[config.mk]
export PLATFORM = sky130hd
export DESIGN_NAME = xadac_axi_rd_arb
export DESIGN_NICKNAME = d
export VERILOG_FILES = /design/src/rtl/xadac_axi_rd_arb.sv
export SDC_FILE = /design/constraint.sdc
export NUM_CORES = 1
export LEC_CHECK = 0
export BUFFER_PORTS_ARGS = -buffer_cell sky130_fd_sc_hd__clkbuf_2
export CAP_MARGIN = 25
export CORE_AREA = 2 2 207 209
export DETAILED_ROUTE_END_ITERATION = 8
export DIE_AREA = 0 0 209 211
export GPL_ROUTABILITY_DRIVEN = 0
export GPL_TIMING_DRIVEN = 0
export PLACE_DENSITY = 0.33
export SYNTH_ARGS = -nofsm -noshare
export SYNTH_HDL_FRONTEND = slang
export SYNTH_SLANG_ARGS = --single-unit
[constraint.sdc]
create_clock -name clk -period 2.35 [get_ports clk]
set_clock_uncertainty 0.2 [all_clocks]
set_input_delay 0.1175 -clock clk [delete_from_list [all_inputs] [get_ports clk]]
set_output_delay 0.1175 -clock clk [all_outputs]
set_load 0.005 [all_outputs]
[src/rtl/xadac_axi_rd_arb.sv]
// Round-robin arbiter sharing one single-beat AXI read channel (AR/R) among NoReq requesters.
// The requester index is prefixed onto the AR ID; R beats are routed back by that prefix.
module xadac_axi_rd_arb #(
  parameter int NoReq     = 2,
  parameter int IdWidth   = 4,
  parameter int AddrWidth = 32,
  parameter int DataWidth = 128,
  parameter int MaxOutst  = 4,
  localparam int SelW     = (NoReq > 1) ? $clog2(NoReq) : 1,
  localparam int MstIdW   = IdWidth + SelW,
  localparam int CntW     = $clog2(MaxOutst + 1)
) (
  input  logic                                clk,
  input  logic                                rstn,
  input  logic [NoReq-1:0][IdWidth-1:0]       slv_ar_id,
  input  logic [NoReq-1:0][AddrWidth-1:0]     slv_ar_addr,
  input  logic [NoReq-1:0]                    slv_ar_valid,
  output logic [NoReq-1:0]                    slv_ar_ready,
  output logic [NoReq-1:0][IdWidth-1:0]       slv_r_id,
  output logic [NoReq-1:0][DataWidth-1:0]     slv_r_data,
  output logic [NoReq-1:0]                    slv_r_valid,
  input  logic [NoReq-1:0]                    slv_r_ready,
  output logic [MstIdW-1:0]                   mst_ar_id,
  output logic [AddrWidth-1:0]                mst_ar_addr,
  output logic                                mst_ar_valid,
  input  logic                                mst_ar_ready,
  input  logic [MstIdW-1:0]                   mst_r_id,
  input  logic [DataWidth-1:0]                mst_r_data,
  input  logic                                mst_r_valid,
  output logic                                mst_r_ready,
  output logic [NoReq-1:0][CntW-1:0]          outst,
  output logic                                err_id
);

  typedef enum logic {EMPTY = 1'b0, FULL = 1'b1} ar_state_e;

  ar_state_e                     state_q, state_d;
  logic [SelW-1:0]               rr_ptr_q, rr_ptr_d;
  logic [MstIdW-1:0]             ar_id_q, ar_id_d;
  logic [AddrWidth-1:0]          ar_addr_q, ar_addr_d;
  logic [NoReq-1:0][CntW-1:0]    outst_q, outst_d;
  logic                          err_q, err_d;

  logic [NoReq-1:0]              eligible;
  logic                          can_load, found, grant;
  int                            win_idx;
  logic [IdWidth-1:0]            win_id;
  logic [AddrWidth-1:0]          win_addr;
  logic [31:0]                   sel_ext;
  logic                          sel_ok, r_hs, unsol;

  // Arbitration: first eligible requester at or above rr_ptr, wrapping at NoReq.
  always_comb begin
    eligible     = '0;
    found        = 1'b0;
    win_idx      = 0;
    win_id       = '0;
    win_addr     = '0;
    slv_ar_ready = '0;
    for (int i = 0; i < NoReq; i++) begin
      eligible[i] = slv_ar_valid[i] && (outst_q[i] < CntW'(MaxOutst));
    end
    can_load = (state_q == EMPTY) || mst_ar_ready;
    for (int k = 0; k < NoReq; k++) begin
      for (int i = 0; i < NoReq; i++) begin
        if (!found && eligible[i] && (i == (int'(rr_ptr_q) + k) % NoReq)) begin
          found   = 1'b1;
          win_idx = i;
        end
      end
    end
    // Gating on rstn keeps the combinational ready low while reset is held.
    grant = rstn && can_load && found;
    for (int i = 0; i < NoReq; i++) begin
      if (i == win_idx) begin
        slv_ar_ready[i] = grant;
        win_id          = slv_ar_id[i];
        win_addr        = slv_ar_addr[i];
      end
    end
  end

  always_comb begin
    state_d   = state_q;
    rr_ptr_d  = rr_ptr_q;
    ar_id_d   = ar_id_q;
    ar_addr_d = ar_addr_q;
    if (grant) begin
      state_d   = FULL;
      ar_id_d   = {SelW'(win_idx), win_id};
      ar_addr_d = win_addr;
      rr_ptr_d  = (win_idx + 1 == NoReq) ? '0 : SelW'(win_idx + 1);
    end else if (state_q == FULL && mst_ar_ready) begin
      state_d = EMPTY;
    end
  end

  // R routing by ID prefix; an out-of-range prefix is sunk so the channel never stalls.
  always_comb begin
    sel_ext     = 32'(mst_r_id[MstIdW-1:IdWidth]);
    sel_ok      = sel_ext < 32'(NoReq);
    slv_r_valid = '0;
    slv_r_id    = '0;
    slv_r_data  = '0;
    mst_r_ready = !sel_ok;
    for (int i = 0; i < NoReq; i++) begin
      slv_r_id[i]   = mst_r_id[IdWidth-1:0];
      slv_r_data[i] = mst_r_data;
      if (sel_ext == 32'(i)) begin
        slv_r_valid[i] = mst_r_valid && rstn;
        mst_r_ready    = slv_r_ready[i];
      end
    end
    r_hs = mst_r_valid && mst_r_ready;
  end

  always_comb begin
    outst_d = outst_q;
    unsol   = 1'b0;
    for (int i = 0; i < NoReq; i++) begin
      if (slv_ar_ready[i] && !(r_hs && sel_ext == 32'(i))) begin
        outst_d[i] = outst_q[i] + CntW'(1);
      end else if (!slv_ar_ready[i] && r_hs && sel_ext == 32'(i)) begin
        if (outst_q[i] != '0) outst_d[i] = outst_q[i] - CntW'(1);
      end
      if (r_hs && sel_ext == 32'(i) && outst_q[i] == '0) unsol = 1'b1;
    end
    err_d = err_q || unsol || (r_hs && !sel_ok);
  end

  always_ff @(posedge clk or negedge rstn) begin
    if (!rstn) begin
      state_q   <= EMPTY;
      rr_ptr_q  <= '0;
      ar_id_q   <= '0;
      ar_addr_q <= '0;
      outst_q   <= '0;
      err_q     <= 1'b0;
    end else begin
      state_q   <= state_d;
      rr_ptr_q  <= rr_ptr_d;
      ar_id_q   <= ar_id_d;
      ar_addr_q <= ar_addr_d;
      outst_q   <= outst_d;
      err_q     <= err_d;
    end
  end

  assign mst_ar_valid = (state_q == FULL);
  assign mst_ar_id    = ar_id_q;
  assign mst_ar_addr  = ar_addr_q;
  assign outst        = outst_q;
  assign err_id       = err_q;

endmodule

Word-level counts from Yosys, hierarchy flattened

Index checks and enable logic that the tools add are counted.

Register bits: 46
Input port bits: 213
Output and inout bits: 314
Word-level logic and storage cells: 95

Add/subtract/negate cells: 6
$lt $le $gt $ge: 2
Equality and inequality tests: 3
Multiplexer cells: 27
Bitwise logic cells: 2
Reduce and logical (&&, ||, !) cells: 48

Operator list:

| cell                                              | number |
|---|---|
| logical NOT 32 bit                                | 4 |
| two-way mux 32 bit                                | 2 |
| adder 32 x 2 -> 32 bit, second input constant     | 1 |
| == test 2 x 32 -> 1 bit, first input constant     | 1 |
| == test 32 x 3 -> 1 bit, second input constant    | 1 |
| logical AND 1 bit                                 | 24 |
| two-way mux 3 bit                                 | 6 |
| two-way mux 1 bit                                 | 17 |
| nonzero test 2 bit                                | 5 |
| two-way mux 4 bit                                 | 2 |
| logical NOT 1 bit                                 | 7 |
| adder 3 x 1 -> 3 bit, second input constant       | 2 |
| logical NOT 3 bit                                 | 2 |
| less-than comparator 3 bit, second input constant | 2 |
| nonzero test 3 bit                                | 2 |
| subtractor 3 x 1 -> 3 bit, second input constant  | 2 |
| AND reduction 2 bit                               | 2 |
| == test 2 bit, first input constant               | 1 |
| logical OR 1 bit                                  | 2 |
| adder 1 bit, second input constant                | 1 |
| AND 1 bit, first input constant                   | 1 |
| inverter 1 bit                                    | 1 |

Logic depth before layout (Yosys ltp)

Gate-level depths: netlist (run 1).

Depth after elaboration: 23
Depth in mapped cells: 9
Gate-level depth less buffers: 8

Worst setup path after synthesis (run 1)

Ideal clock, no wire load.

Path kind: reg2reg
Start: register outst_q (netlist bit outst[5])
End: register outst_q (netlist bit outst[5])
Library setup time: 0.066 ns
Data arrival time: 1.945 ns
Required time: 2.084 ns
Setup slack: 0.139 ns
Stages on the path, launching flop included: 10
Period minus slack after synthesis: 2.211 ns
Cells stage by stage: dfrtp_1 nor2b_2 o2111ai_4 inv_4 buf_6 nand2_1 fa_1 o21bai_1 nor4_1 a221o_1

Word-level cells in the longest chain between the ends: 20

Ends and longest elaborated chain:

| item                                                                | RTL line | RTL |
|---|---|---|
| start: declaration                                                  | 41       | `logic [NoReq-1:0][CntW-1:0] outst_q, outst_d;` |
| start signal: assignment                                            | 144      | `outst_q <= outst_d;` |
| less-than comparator 3 bit *                                        | 61       | `eligible[i] = slv_ar_valid[i] && (outst_q[i] < CntW'(MaxOutst));` |
| logical AND 1 bit *                                                 | 61       |  |
| logical AND 1 bit (2 in a row)                                      | 66       | `if (!found && eligible[i] && (i == (int'(rr_ptr_q) + k) % NoReq)) begin` |
| two-way mux 1 bit                                                   | 66       |  |
| logical NOT 1 bit                                                   | 66       |  |
| logical AND 1 bit (2 in a row)                                      | 66       |  |
| two-way mux 1 bit                                                   | 66       |  |
| logical NOT 1 bit                                                   | 66       |  |
| logical AND 1 bit (2 in a row)                                      | 66       |  |
| two-way mux 1 bit                                                   | 66       |  |
| == test 2 x 32 -> 1 bit / logical AND 1 bit (equally long branches) | 75, 73   |  |
| two-way mux 1 bit *                                                 | 75       | `if (i == win_idx) begin` |
| named net slv_ar_ready[1]                                           | 18       | `output logic [NoReq-1:0] slv_ar_ready,` |
| logical NOT 1 bit                                                   | 123      | `end else if (!slv_ar_ready[i] && r_hs && sel_ext == 32'(i)) begin` |
| logical AND 1 bit (2 in a row)                                      | 123      |  |
| nonzero test 2 bit (no line)                                        | n/a      |  |
| AND reduction 2 bit (no line)                                       | n/a      |  |

The timed path passes the listed nets; every way through them passes the cells marked *. The select of a mux whose other input is x is not followed.
A chain may end at the register's enable or synchronous reset.

Final worst setup path (run 1)

Start: register outst_q (netlist bit outst[5])
End: register ar_addr_q[5] (netlist: mst_ar_addr[5])

Word-level cells in the longest chain between the ends: 16

Ends and longest elaborated chain:

| item                            | RTL line | RTL |
|---|---|---|
| less-than comparator 3 bit *    | 61       |  |
| logical AND 1 bit *             | 61       |  |
| logical AND 1 bit (2 in a row)  | 66       |  |
| two-way mux 1 bit               | 66       |  |
| logical NOT 1 bit               | 66       |  |
| logical AND 1 bit (2 in a row)  | 66       |  |
| two-way mux 1 bit               | 66       |  |
| logical NOT 1 bit               | 66       |  |
| logical AND 1 bit (2 in a row)  | 66       |  |
| two-way mux 1 bit               | 66       |  |
| logical NOT 32 bit              | 75       |  |
| two-way mux 32 bit (2 in a row) | 75       |  |
| end signal: assignment          | 143      | `ar_addr_q <= ar_addr_d;` |
| end: declaration                | 40       | `logic [AddrWidth-1:0] ar_addr_q, ar_addr_d;` |

Mark *: on every way between the ends. The rest lies on a longest branch, timed or not.

==> flow_summary_export.csv, run 1 <==
group,metric,value,unit
outcome,status,"finished, final reports clean",
clock_network,clock_sinks,46,
logic_synthesis,yosys-top-cells-area,"sky130_fd_sc_hd__buf_4 47%, sky130_fd_sc_hd__dfrtp_1 28%, sky130_fd_sc_hd__a222oi_1 8.6%",
placed_design,dp_hpwl,18720,um
sta,clock.fmax,467.0,MHz
grt,number_of_antenna_violations_at_the_first_check_in_global_routing,0,
sta,period_share,0.9113,
sta,hold-worst-slack,0.1120,ns
critical_path,ws_path_type,"flop to flop",
clock_network,root_buffer_selected_by_cts,"sky130_fd_sc_hd__clkbuf_16",
drt,ant_nets,0,
drt,wirelength,21740,um
critical_path,cell_by_cell_trace_of_the_critical_path,"nand2b_4 > o2111ai_4 > inv_4 > buf_4 > buf_2 > a222oi_1 > inv_1",
sta,finalHoldViolCount,0,
critical_path,rr_worst_depth,7,
sta,grt_setup_unrepaired,"no",
critical_path,timing.critical_path.fanout_max,11,
power_and_ir_drop,irDropWorstVdd,0.4159,mV
logic_synthesis,postSynthNetCount,670,
logic_synthesis,yosysTopAreaCell,"sky130_fd_sc_hd__buf_4",
job,drv_cap,0,
logic_synthesis,synth-edff-count,0,
min_path,holdCritPathClass,"input pin to flop",
cells_and_area,insertedDiodeCount,0,
clock_network,path_clk_slew,0.07,ns
cells_and_area,final_nets,1151,
power_and_ir_drop,power_density,542.8,nW/um^2
clock_network,htreeDepth,2,
floorplanning,top_level_i_o_count,527,
clock_network,skew_pair_late_insertion_delay,0.29,ns
clock_network,tritoncts,"built",
logic_synthesis,seq_area_frac_synth,0.2757,
logic_synthesis,ys_seq_elements,46,
sta,tightest_slew,0.5047,ns
logic_synthesis,syn-instance-count,455,
power_and_ir_drop,reported_leakage_power,4.526,nW
drt,detailedRoute.firstIterationViolations,256,
cells_and_area,stdcell_count,1476,
sta,timing.max_slew.rel_slack,0.6636,
clock_network,cts_inserted_buffers,5,
logic_synthesis,synth_top_cells_by_count,"264 x sky130_fd_sc_hd__buf_4, 46 x sky130_fd_sc_hd__dfrtp_1, 40 x sky130_fd_sc_hd__inv_1",
min_path,min_delay_path_depth,4,
cells_and_area,syn2layout_area_growth,87.38,%
logic_synthesis,yosysMostFrequentCell,"sky130_fd_sc_hd__buf_4",
logic_synthesis,proportion_of_synthesized_flip_flops_having_asynchronous_set_or_reset,1.000,
floorplanning,floorplan.die.height,211,um
drt,routed-via-count,4681,
logic_synthesis,yosysUniqueCellTypes,37,
critical_path,critical-path-max-stage-delay,0.44,ns
logic_synthesis,synth_top_area_frac,0.4747,
cells_and_area,layout-drive-gt1-share,0.7449,
floorplanning,core,41760,um^2
placed_design,place.port_buffers,394,
critical_path,worst_path_max_delay_cell,"sky130_fd_sc_hd__dfrtp_2",
critical_path,cp.arrival,2.12,ns
critical_path,worst_setup_path_end_kind,"flop",
logic_synthesis,yosysWarnings,0,
drt,via_per_inst,3.171,
grt,globalRouteTotalUtil,0.09179,
sta,final_max_slew_viol_count,0,
grt,grt_remaining_overflow,0,
grt,via_count_of_the_first_global_routing_pass,4634,
critical_path,worstPathRequired,2.33,ns
logic_synthesis,postSynthAreaPerCell,9.176,um^2
floorplanning,fp.dieArea,44100,um^2
placed_design,dp.cells,1388,
sta,final-setup-viol-count,0,
drt,drc,0,
floorplanning,effective_utilization_at_floorplan,0.09999,
clock_network,cts_buffer_depth,2,
drt,routed_wire_length_per_instance,14.73,um
critical_path,cp-start-kind,"flop",
grt,grt_first_pass_wirelength,30150,um
drt,dr.pass1.iters,6,
logic_synthesis,ys_dominant_reg_cell,"sky130_fd_sc_hd__dfrtp_1",
grt,grt_max_degree,47,
sta,period_needed,2.141,ns
floorplanning,row_count,75,
logic_synthesis,mappedNetlistArea,4175,um^2
floorplanning,floorplan.die.width,209,um
[stage by stage]
step | worst slack, ns | cell area (um^2) | power, mW | utilization | setup TNS, ns
floorplan | 0.1390 | 4175 | 2.319 | - | 0
global placement | -1.098 | 6822 | 3.300 | 0.1634 | -22.93
detailed placement | -0.5442 | 6824 | 3.264 | 0.1634 | -1.785
CTS | 0.04030 | 7782 | 4.281 | 0.1864 | 0
global route | 0.01123 | 7824 | 4.586 | 0.1874 | 0
finish | 0.2085 | 7824 | 4.247 | 0.1874 | 0
[sequential cells by signal, summed over array words and instances (netlist names)]
name,flops
mst_ar_addr,32
err_id,1
rr_ptr_q,1
mst_ar_id,5
mst_ar_valid,1
outst,6
[cell usage in the layout, fill, tap and decap left out, drive strengths merged, types with 2 or more instances in the layout]
| master | n |
|---|---|
| nand2 | 4 |
| o2111ai | 3 |
| nor2b | 2 |
| fa | 2 |
| xnor2 | 2 |
| buf | 281 |
| or2 | 2 |
| o22ai | 2 |
| dfrtp | 46 |
| mux2i | 4 |
| a222oi | 36 |
| clkbuf | 401 |
| inv | 43 |
| nand2b | 3 |
| a21oi | 7 |
| o21ai | 4 |
| o211ai | 3 |
| nor2 | 4 |
| dlygate4sd3 | 74 |
[final cells by class]
cell class	instances	area [um^2]
buffer	275	2053
clock buffer	5	125.1
clock inverter	3	43.79
fill	4696	33940
inverter	42	162.7
multi-input combinational	90	809.5
sequential	46	1154
tap	539	674.4
timing repair buffer	476	2801
[where the power goes]
| part | switching (mW) | internal, mW | total (mW) |
|---|---|---|---|
| sequential | 0.303 | 1.15 | 1.45 |
| clock | 0.352 | 0.506 | 0.858 |
| combinational | 0.818 | 1.12 | 1.94 |
[routing by layer]
metal	wire [um]	up-vias	track usage
li1	-	2213	-
met1	8543	2151	0.1089
met2	11370	301	0.1714
met3	1448	16	0.01457
met4	372	0	0.02315
met5	0	-	0
[worst paths after layout]
| kind | startpoint | end | slack, ns |
|---|---|---|---|
| min in group asynchronous | rstn | mst_ar_addr[0] | 0.26 |
| min reg2reg | mst_ar_addr[9] | mst_ar_addr[9] | 0.30 |
| min | slv_r_ready[0] | outst[2] | 0.11 |
| max in group asynchronous | rstn | mst_ar_addr[7] | 1.47 |
| max | outst[5] | mst_ar_addr[5] | 0.21 |
| max reg2reg | outst[5] | mst_ar_addr[5] | 0.21 |
[worst max-delay path: cells and delay by family (launching register included)]
family	cells	cell delay, ns
AO/OA/AOI/OAI	2	0.59
AND/OR/NAND/NOR	1	0.16
flip-flops	1	0.44
buffers and inverters	4	0.64
[logic make-up (layout without fill, tap and decap cells)]
| family | count (synthesis) | in the layout | share of synthesized area |
|---|---|---|---|
| AO/OA/AOI/OAI | 60 | 60 | 0.1325 |
| XOR/XNOR | 2 | 2 | 0.004196 |
| adder cells (fa/ha/maj) | 2 | 2 | 0.009590 |
| buffers and inverters | 319 | 801 | 0.5340 |
| flip-flops | 46 | 46 | 0.2757 |
| multiplexers | 5 | 5 | 0.01229 |
| AND/OR/NAND/NOR | 21 | 21 | 0.03177 |
[what timing repair did]
action / CTS / global route
pin swaps: 0 / 1
hold endpoints to repair: 82 / 1
setup buffers: 2 / 5
endpoints found under the setup margin: 4 / 5
gates resized for setup: 6 / 2
hold buffers: 74 / 1
(Power assumes the default switching activity.)
==> run 2, diff against run 1 <==
==> config.mk (replaced) <==
export PLATFORM = sky130hd
export DESIGN_NAME = xadac_axi_rd_arb
export DESIGN_NICKNAME = d
export VERILOG_FILES = /design/src/rtl/xadac_axi_rd_arb.sv
export SDC_FILE = /design/constraint.sdc
export NUM_CORES = 1
export LEC_CHECK = 0
export CAP_MARGIN = 25
export CORE_AREA = 2 2 205 207
export DETAILED_ROUTE_END_ITERATION = 8
export DIE_AREA = 0 0 207 209
export DONT_BUFFER_PORTS = 1
export GPL_ROUTABILITY_DRIVEN = 0
export GPL_TIMING_DRIVEN = 0
export PLACE_DENSITY = 0.3
export SYNTH_ARGS = -nofsm -noshare
export SYNTH_HDL_FRONTEND = slang
export SYNTH_SLANG_ARGS = --single-unit
==> run 2 against run 1 <==
Via count is 27% lower. Global-route usage is 0.31 points lower. Largest cell class unchanged. Critical path depth stayed put.
==> flow_summary_export.csv, run 2 (synthesis gave the netlist of run 1 again) <==
group,metric,value,unit
drt,routed-via-count,3403,
drt,detailedRoute.firstIterationViolations,271,
floorplanning,top_level_i_o_count,527,
sta,clock.fmax,444.9,MHz
drt,wirelength,20780,um
power_and_ir_drop,post-layout-total-power,3.590,mW
clock_network,path_clk_slew,0.07,ns
grt,number_of_antenna_violations_at_the_first_check_in_global_routing,2,
placed_design,placed_area,4850,um^2
sta,final-setup-viol-count,0,
drt,ant_nets,0,
floorplanning,floorplan.die.height,209,um
grt,grt_first_pass_wirelength,27100,um
floorplanning,fp.dieArea,43260,um^2
critical_path,critical-path-max-stage-delay,0.48,ns
clock_network,skew_pair_late_insertion_delay,0.30,ns
placed_design,dp_hpwl,17340,um
drt,drc,0,
grt,grt_remaining_overflow,0,
critical_path,crit_family,"compound AO/OA/AOI/OAI gates",
sta,tightest_slew,0.4812,ns
critical_path,worst_setup_path_end_kind,"flop",
cells_and_area,fill_cells,4702,
outcome,status,"finished, final reports clean",
grt,grt_max_degree,47,
job,drv_cap,0,
sta,final_max_slew_viol_count,0,
sta,finalHoldViolCount,0,
power_and_ir_drop,irDropWorstVdd,0.3335,mV
critical_path,worst_path_max_delay_cell,"sky130_fd_sc_hd__dfrtp_2",
floorplanning,floorplan.die.width,207,um
min_path,min_delay_path_depth,2,
placed_design,place.port_buffers,0,
min_path,worst_hold_end,"err_id",
floorplanning,effective_utilization_at_floorplan,0.1011,
cells_and_area,syn2layout_area_growth,41.59,%
min_path,holdCritPathClass,"input pin to flop",
sta,grt_setup_unrepaired,"no",
critical_path,critPathMostFrequentCell,"sky130_fd_sc_hd__buf_4",
clock_network,tritoncts,"built",
critical_path,reg2reg_setup_slack,0.10,ns
clock_network,cts_buffer_depth,2,
clock_network,cts_inserted_buffers,5,
floorplanning,core,41290,um^2
critical_path,timing.critical_path.fanout_max,10,
cells_and_area,stdcell_area,5912,um^2
sta,timing.max_slew.rel_slack,0.6792,
critical_path,worstPathRequired,2.31,ns
min_path,hold_start,"mst_r_id[4]",
cells_and_area,layout_common_cells,"269 x sky130_fd_sc_hd__buf_4, 78 x sky130_fd_sc_hd__dlygate4sd3_1, 44 x sky130_fd_sc_hd__dfrtp_1",
cells_and_area,final_common_cell,"sky130_fd_sc_hd__buf_4",
critical_path,cp.buffers_inverters,4,
critical_path,ws_path_type,"flop to flop",
sta,period_needed,2.248,ns
drt,routed_wire_length_per_instance,19.10,um
clock_network,root_buffer_selected_by_cts,"sky130_fd_sc_hd__clkbuf_16",
critical_path,cp.arrival,2.21,ns
floorplanning,row_count,75,
cells_and_area,final_nets,763,
grt,globalRouteTotalUtil,0.08866,
sta,hold-worst-slack,0.02324,ns
grt,via_count_of_the_first_global_routing_pass,3428,
drt,via_per_inst,3.128,
clock_network,htreeDepth,2,
cells_and_area,layout-drive-gt1-share,0.5537,
cells_and_area,insertedDiodeCount,0,
power_and_ir_drop,reported_leakage_power,2.910,nW
critical_path,reg2reg_to,"mst_ar_addr[15]",
critical_path,cp-start-kind,"flop",
cells_and_area,multi_input_area,809.5,um^2
clock_network,clock_sinks,46,
critical_path,rr_worst_depth,7,
drt,dr.pass1.iters,8,
sta,period_share,0.9565,
cells_and_area,seqCellArea,1154,um^2
power_and_ir_drop,power_density,607.2,nW/um^2
critical_path,rr_startpoint,"outst[5]",
critical_path,cell_by_cell_trace_of_the_critical_path,"nand2b_4 > o2111ai_4 > inv_4 > buf_4 > buf_4 > a222oi_1 > inv_1",
cells_and_area,largest_register_ff_count,32,
-- run 2: worst max-delay path by stage --
stage	slack (ns)	depth (start not counted)	endpoint	from
after floorplan	0.14	9	outst[5]	outst[5]
after CTS	0.01	8	outst[1]	outst[2]
after detailed placement	-0.36	8	outst[1]	outst[2]
final	0.10	7	mst_ar_addr[15]	outst[5]
after global routing	0.005	7	mst_ar_addr[15]	outst[5]
after global placement	-0.36	8	outst[1]	outst[2]
-- run 2: worst register-to-register path: stages, from the launching register on --
cell                        delay [ns]
sky130_fd_sc_hd__dfrtp_2          0.48
sky130_fd_sc_hd__nand2b_4         0.18
sky130_fd_sc_hd__o2111ai_4        0.23
sky130_fd_sc_hd__inv_4            0.06
sky130_fd_sc_hd__buf_4            0.18
sky130_fd_sc_hd__buf_4            0.19
sky130_fd_sc_hd__a222oi_1         0.48
sky130_fd_sc_hd__inv_1            0.11
-- run 2: per-layer routing --
layer / vias up / global-route usage / wire [um]
met4: 2 / 0.02980 / 486
met2: 310 / 0.1611 / 10930
met1: 1631 / 0.1048 / 7936
met3: 18 / 0.01533 / 1409
li1: 1442 / - / -
met5: - / 0 / 13
-- run 2: layout make-up --
type | instances | area share
plain buffers | 277 | 0.3520
clock buffers | 7 | 0.02413
clock inverters | 1 | 0.0008466
inverters | 42 | 0.02751
multi-input cells | 90 | 0.1369
flip-flops and latches | 46 | 0.1951
well taps | 539 | 0.1141
repair buffers | 86 | 0.1494
-- run 2: timing repair --
action                                 4_1_cts  5_1_grt
hold buffers                                80        0
setup endpoints to repair                    4        6
pin swaps                                    0        3
resized for setup                            7        5
endpoints found under the hold margin       89        0
buffers inserted                             2        4
-- run 2: power breakdown --
part	internal [mW]	switching, mW	total (mW)
Sequential	1.15	0.424	1.57
Combinational	0.710	0.546	1.26
Clock	0.424	0.336	0.759
-- run 2: stage by stage --
step,setup slack [ns],instances,setup TNS [ns],util
after global placement,-0.3573,994,-0.9337,0.1175
after CTS,0.01380,1084,0,0.1421
after global routing,0.005363,1088,0,0.1432
final,0.1021,1088,0,0.1432
after detailed placement,-0.3606,994,-0.9261,0.1175
after floorplan,0.1390,455,0,-
==> run 3, diff against run 2 <==
--- a/config.mk
+++ b/config.mk
@@ -7,12 +7,14 @@
 export LEC_CHECK = 0
 export CAP_MARGIN = 25
 export CORE_AREA = 2 2 205 207
+export CTS_BUF_LIST = sky130_fd_sc_hd__clkbuf_2
 export DETAILED_ROUTE_END_ITERATION = 8
 export DIE_AREA = 0 0 207 209
 export DONT_BUFFER_PORTS = 1
 export GPL_ROUTABILITY_DRIVEN = 0
 export GPL_TIMING_DRIVEN = 0
 export PLACE_DENSITY = 0.3
+export SETUP_SLACK_MARGIN = 0.1
 export SYNTH_ARGS = -nofsm -noshare
 export SYNTH_HDL_FRONTEND = slang
 export SYNTH_SLANG_ARGS = --single-unit
==> constraint.sdc (replaced) <==
create_clock -name clk -period 2.8 [get_ports clk]
set_clock_uncertainty 0.2 [all_clocks]
set_input_delay 0.14 -clock clk [delete_from_list [all_inputs] [get_ports clk]]
set_output_delay 0.14 -clock clk [all_outputs]
set_load 0.005 [all_outputs]
==> run 3 against run 2 <==
Final cell count grew 0.64%. First-iteration DRC count shrank 14%. Setup slack gained 0.14 ns. Sequential power shrank 16%. Global-route usage is essentially flat. Hold slack gained 0.043 ns. Wire length grew 0.17%. Combinational power shrank 14%. Critical path type unchanged. Critical path depth is the same. Critical endpoint is now mst_ar_id[1]. Sequential share of layout area grew 0.21 points. Die area is the same. Largest power group unchanged. Count of clock-buffer cells in the layout shrank 1.
==> flow_summary_export.csv, run 3 (synthesis gave the netlist of run 1 again) <==
group,metric,value,unit
cells_and_area,layout_common_cells,"267 x sky130_fd_sc_hd__buf_4, 87 x sky130_fd_sc_hd__dlygate4sd3_1, 44 x sky130_fd_sc_hd__dfrtp_1",
critical_path,reg2reg_setup_slack,0.25,ns
critical_path,rr_startpoint,"outst[5]",
critical_path,reg2reg_to,"mst_ar_id[1]",
clock_network,tritoncts,"built",
grt,grt_remaining_overflow,0,
floorplanning,effective_utilization_at_floorplan,0.1011,
clock_network,skew_pair_late_insertion_delay,0.49,ns
critical_path,worstPathRequired,2.98,ns
placed_design,place.port_buffers,0,
drt,wirelength,20820,um
floorplanning,floorplan.die.height,209,um
critical_path,cp-start-kind,"flop",
cells_and_area,final_common_cell,"sky130_fd_sc_hd__buf_4",
sta,fin_tns_setup,0,ns
outcome,status,"finished, final reports clean",
grt,grt_first_pass_wirelength,27080,um
grt,globalRouteTotalUtil,0.08853,
drt,ant_nets,0,
clock_network,htreeDepth,2,
min_path,worst_hold_end,"outst[2]",
job,drv_cap,0,
floorplanning,fp.dieArea,43260,um^2
cells_and_area,layout-drive-gt1-share,0.5405,
critical_path,timing.critical_path.fanout_max,10,
drt,via_per_inst,3.138,
sta,timing.max_slew.rel_slack,0.6753,
cells_and_area,syn2layout_area_growth,40.10,%
sta,period_needed,2.553,ns
critical_path,worst_setup_path_end_kind,"flop",
min_path,min_delay_path_depth,5,
sta,final_max_slew_viol_count,0,
power_and_ir_drop,power_density,464.2,nW/um^2
placed_design,dp_hpwl,17340,um
clock_network,path_clk_slew,0.30,ns
cells_and_area,stdcell_area,5849,um^2
sta,grt_setup_unrepaired,"no",
clock_network,root_buffer_selected_by_cts,"sky130_fd_sc_hd__clkbuf_2",
drt,drc,0,
sta,tightest_slew,0.4871,ns
critical_path,rr_worst_depth,7,
power_and_ir_drop,irDropWorstVdd,0.3174,mV
sta,clock.fmax,391.6,MHz
clock_network,cts_buffer_depth,2,
floorplanning,floorplan.die.width,207,um
power_and_ir_drop,reported_leakage_power,2.877,nW
cells_and_area,final_nets,769,
sta,finalHoldViolCount,0,
critical_path,cp.arrival,2.74,ns
grt,via_count_of_the_first_global_routing_pass,3454,
drt,dr.pass1.iters,8,
sta,final-setup-viol-count,0,
cells_and_area,largest_register_ff_count,32,
min_path,holdCritPathClass,"input pin to flop",
drt,routed-via-count,3436,
clock_network,cts_inserted_buffers,5,
floorplanning,core,41290,um^2
grt,number_of_antenna_violations_at_the_first_check_in_global_routing,2,
min_path,hold_start,"slv_ar_valid[0]",
clock_network,clock_sinks,46,
drt,detailedRoute.firstIterationViolations,234,
placed_design,placed_area,4850,um^2
cells_and_area,fill_cells,4710,
sta,period_share,0.9120,
floorplanning,row_count,75,
drt,routed_wire_length_per_instance,19.01,um
floorplanning,top_level_i_o_count,527,
grt,grt_max_degree,47,
critical_path,ws_path_type,"flop to flop",
-- run 3: final cells by class --
| class | count | area (um^2) | area share |
|---|---|---|---|
| Antenna cell | 1 | 2.502 | 0.0004278 |
| Buffer | 277 | 2074 | 0.3547 |
| Clock buffer | 6 | 30.03 | 0.005134 |
| Clock inverter | 2 | 8.758 | 0.001497 |
| Inverter | 42 | 165.2 | 0.02824 |
| Multi-Input combinational cell | 90 | 794.5 | 0.1358 |
| Sequential cell | 46 | 1154 | 0.1972 |
| Tap cell | 539 | 674.4 | 0.1153 |
| Timing Repair Buffer | 92 | 945.9 | 0.1617 |
-- run 3: worst max-delay path, cell delays in order (launching register included) --
cell and delay [ns]:
sky130_fd_sc_hd__dfrtp_2 0.55, sky130_fd_sc_hd__nand2b_4 0.17, sky130_fd_sc_hd__o2111ai_4 0.27, sky130_fd_sc_hd__inv_4 0.13, sky130_fd_sc_hd__buf_2 0.21, sky130_fd_sc_hd__a222oi_1 0.28, sky130_fd_sc_hd__dlygate4sd3_1 0.59, sky130_fd_sc_hd__inv_1 0.04
-- run 3: worst max path at each step --
| stage | from | to | slack (ns) | cells after the start |
|---|---|---|---|---|
| global route | outst[5] | mst_ar_id[1] | 0.1 | 7 |
| finish | outst[5] | mst_ar_id[1] | 0.25 | 7 |
| CTS | outst[2] | mst_ar_addr[11] | 0.15 | 7 |
| floorplan | outst[5] | outst[5] | 0.59 | 9 |
| detailed placement | outst[2] | outst[1] | 0.09 | 8 |
| global placement | outst[2] | outst[1] | 0.09 | 8 |
-- run 3: where the power goes --
| part | leakage [nW] | switching (mW) | internal (mW) | total [mW] |
|---|---|---|---|---|
| clock | 0.0304 | 0.251 | 0.0614 | 0.312 |
| sequential | 0.560 | 0.358 | 0.960 | 1.32 |
| combinational | 2.29 | 0.459 | 0.626 | 1.08 |
| total | 2.88 | 1.07 | 1.65 | 2.72 |
-- run 3: repair_timing --
item                                    in CTS  in global routing
hold buffers                                89                  1
endpoints found under the setup margin       2                  6
gates resized for setup                      1                  5
endpoints found under the hold margin       91                  1
setup buffers                                0                  3
-- run 3: per-layer routing --
| metal | routed length [um] | share of wire | up-vias | track usage |
|---|---|---|---|---|
| met5 | 13 | 0.00062 | - | 0 |
| met4 | 466 | 0.022 | 2 | 0.02906 |
| met3 | 1420 | 0.068 | 17 | 0.01503 |
| met2 | 11040 | 0.53 | 311 | 0.1623 |
| met1 | 7876 | 0.38 | 1653 | 0.1040 |
| li1 | - | - | 1453 | - |
-- run 3: per-stage QoR --
step                power, mW  cells  worst slack [ns]    util  hold WS, ns
detailed placement      2.244    994           0.08936  0.1175      -0.3540
CTS                     2.750   1091            0.1469  0.1409     0.002937
global route            2.939   1095           0.09942  0.1417      0.04181
global placement        2.282    994           0.09271  0.1175      -0.3540
floorplan               1.947    455            0.5890       -      -0.3556
finish                  2.715   1095            0.2465  0.1417      0.06598
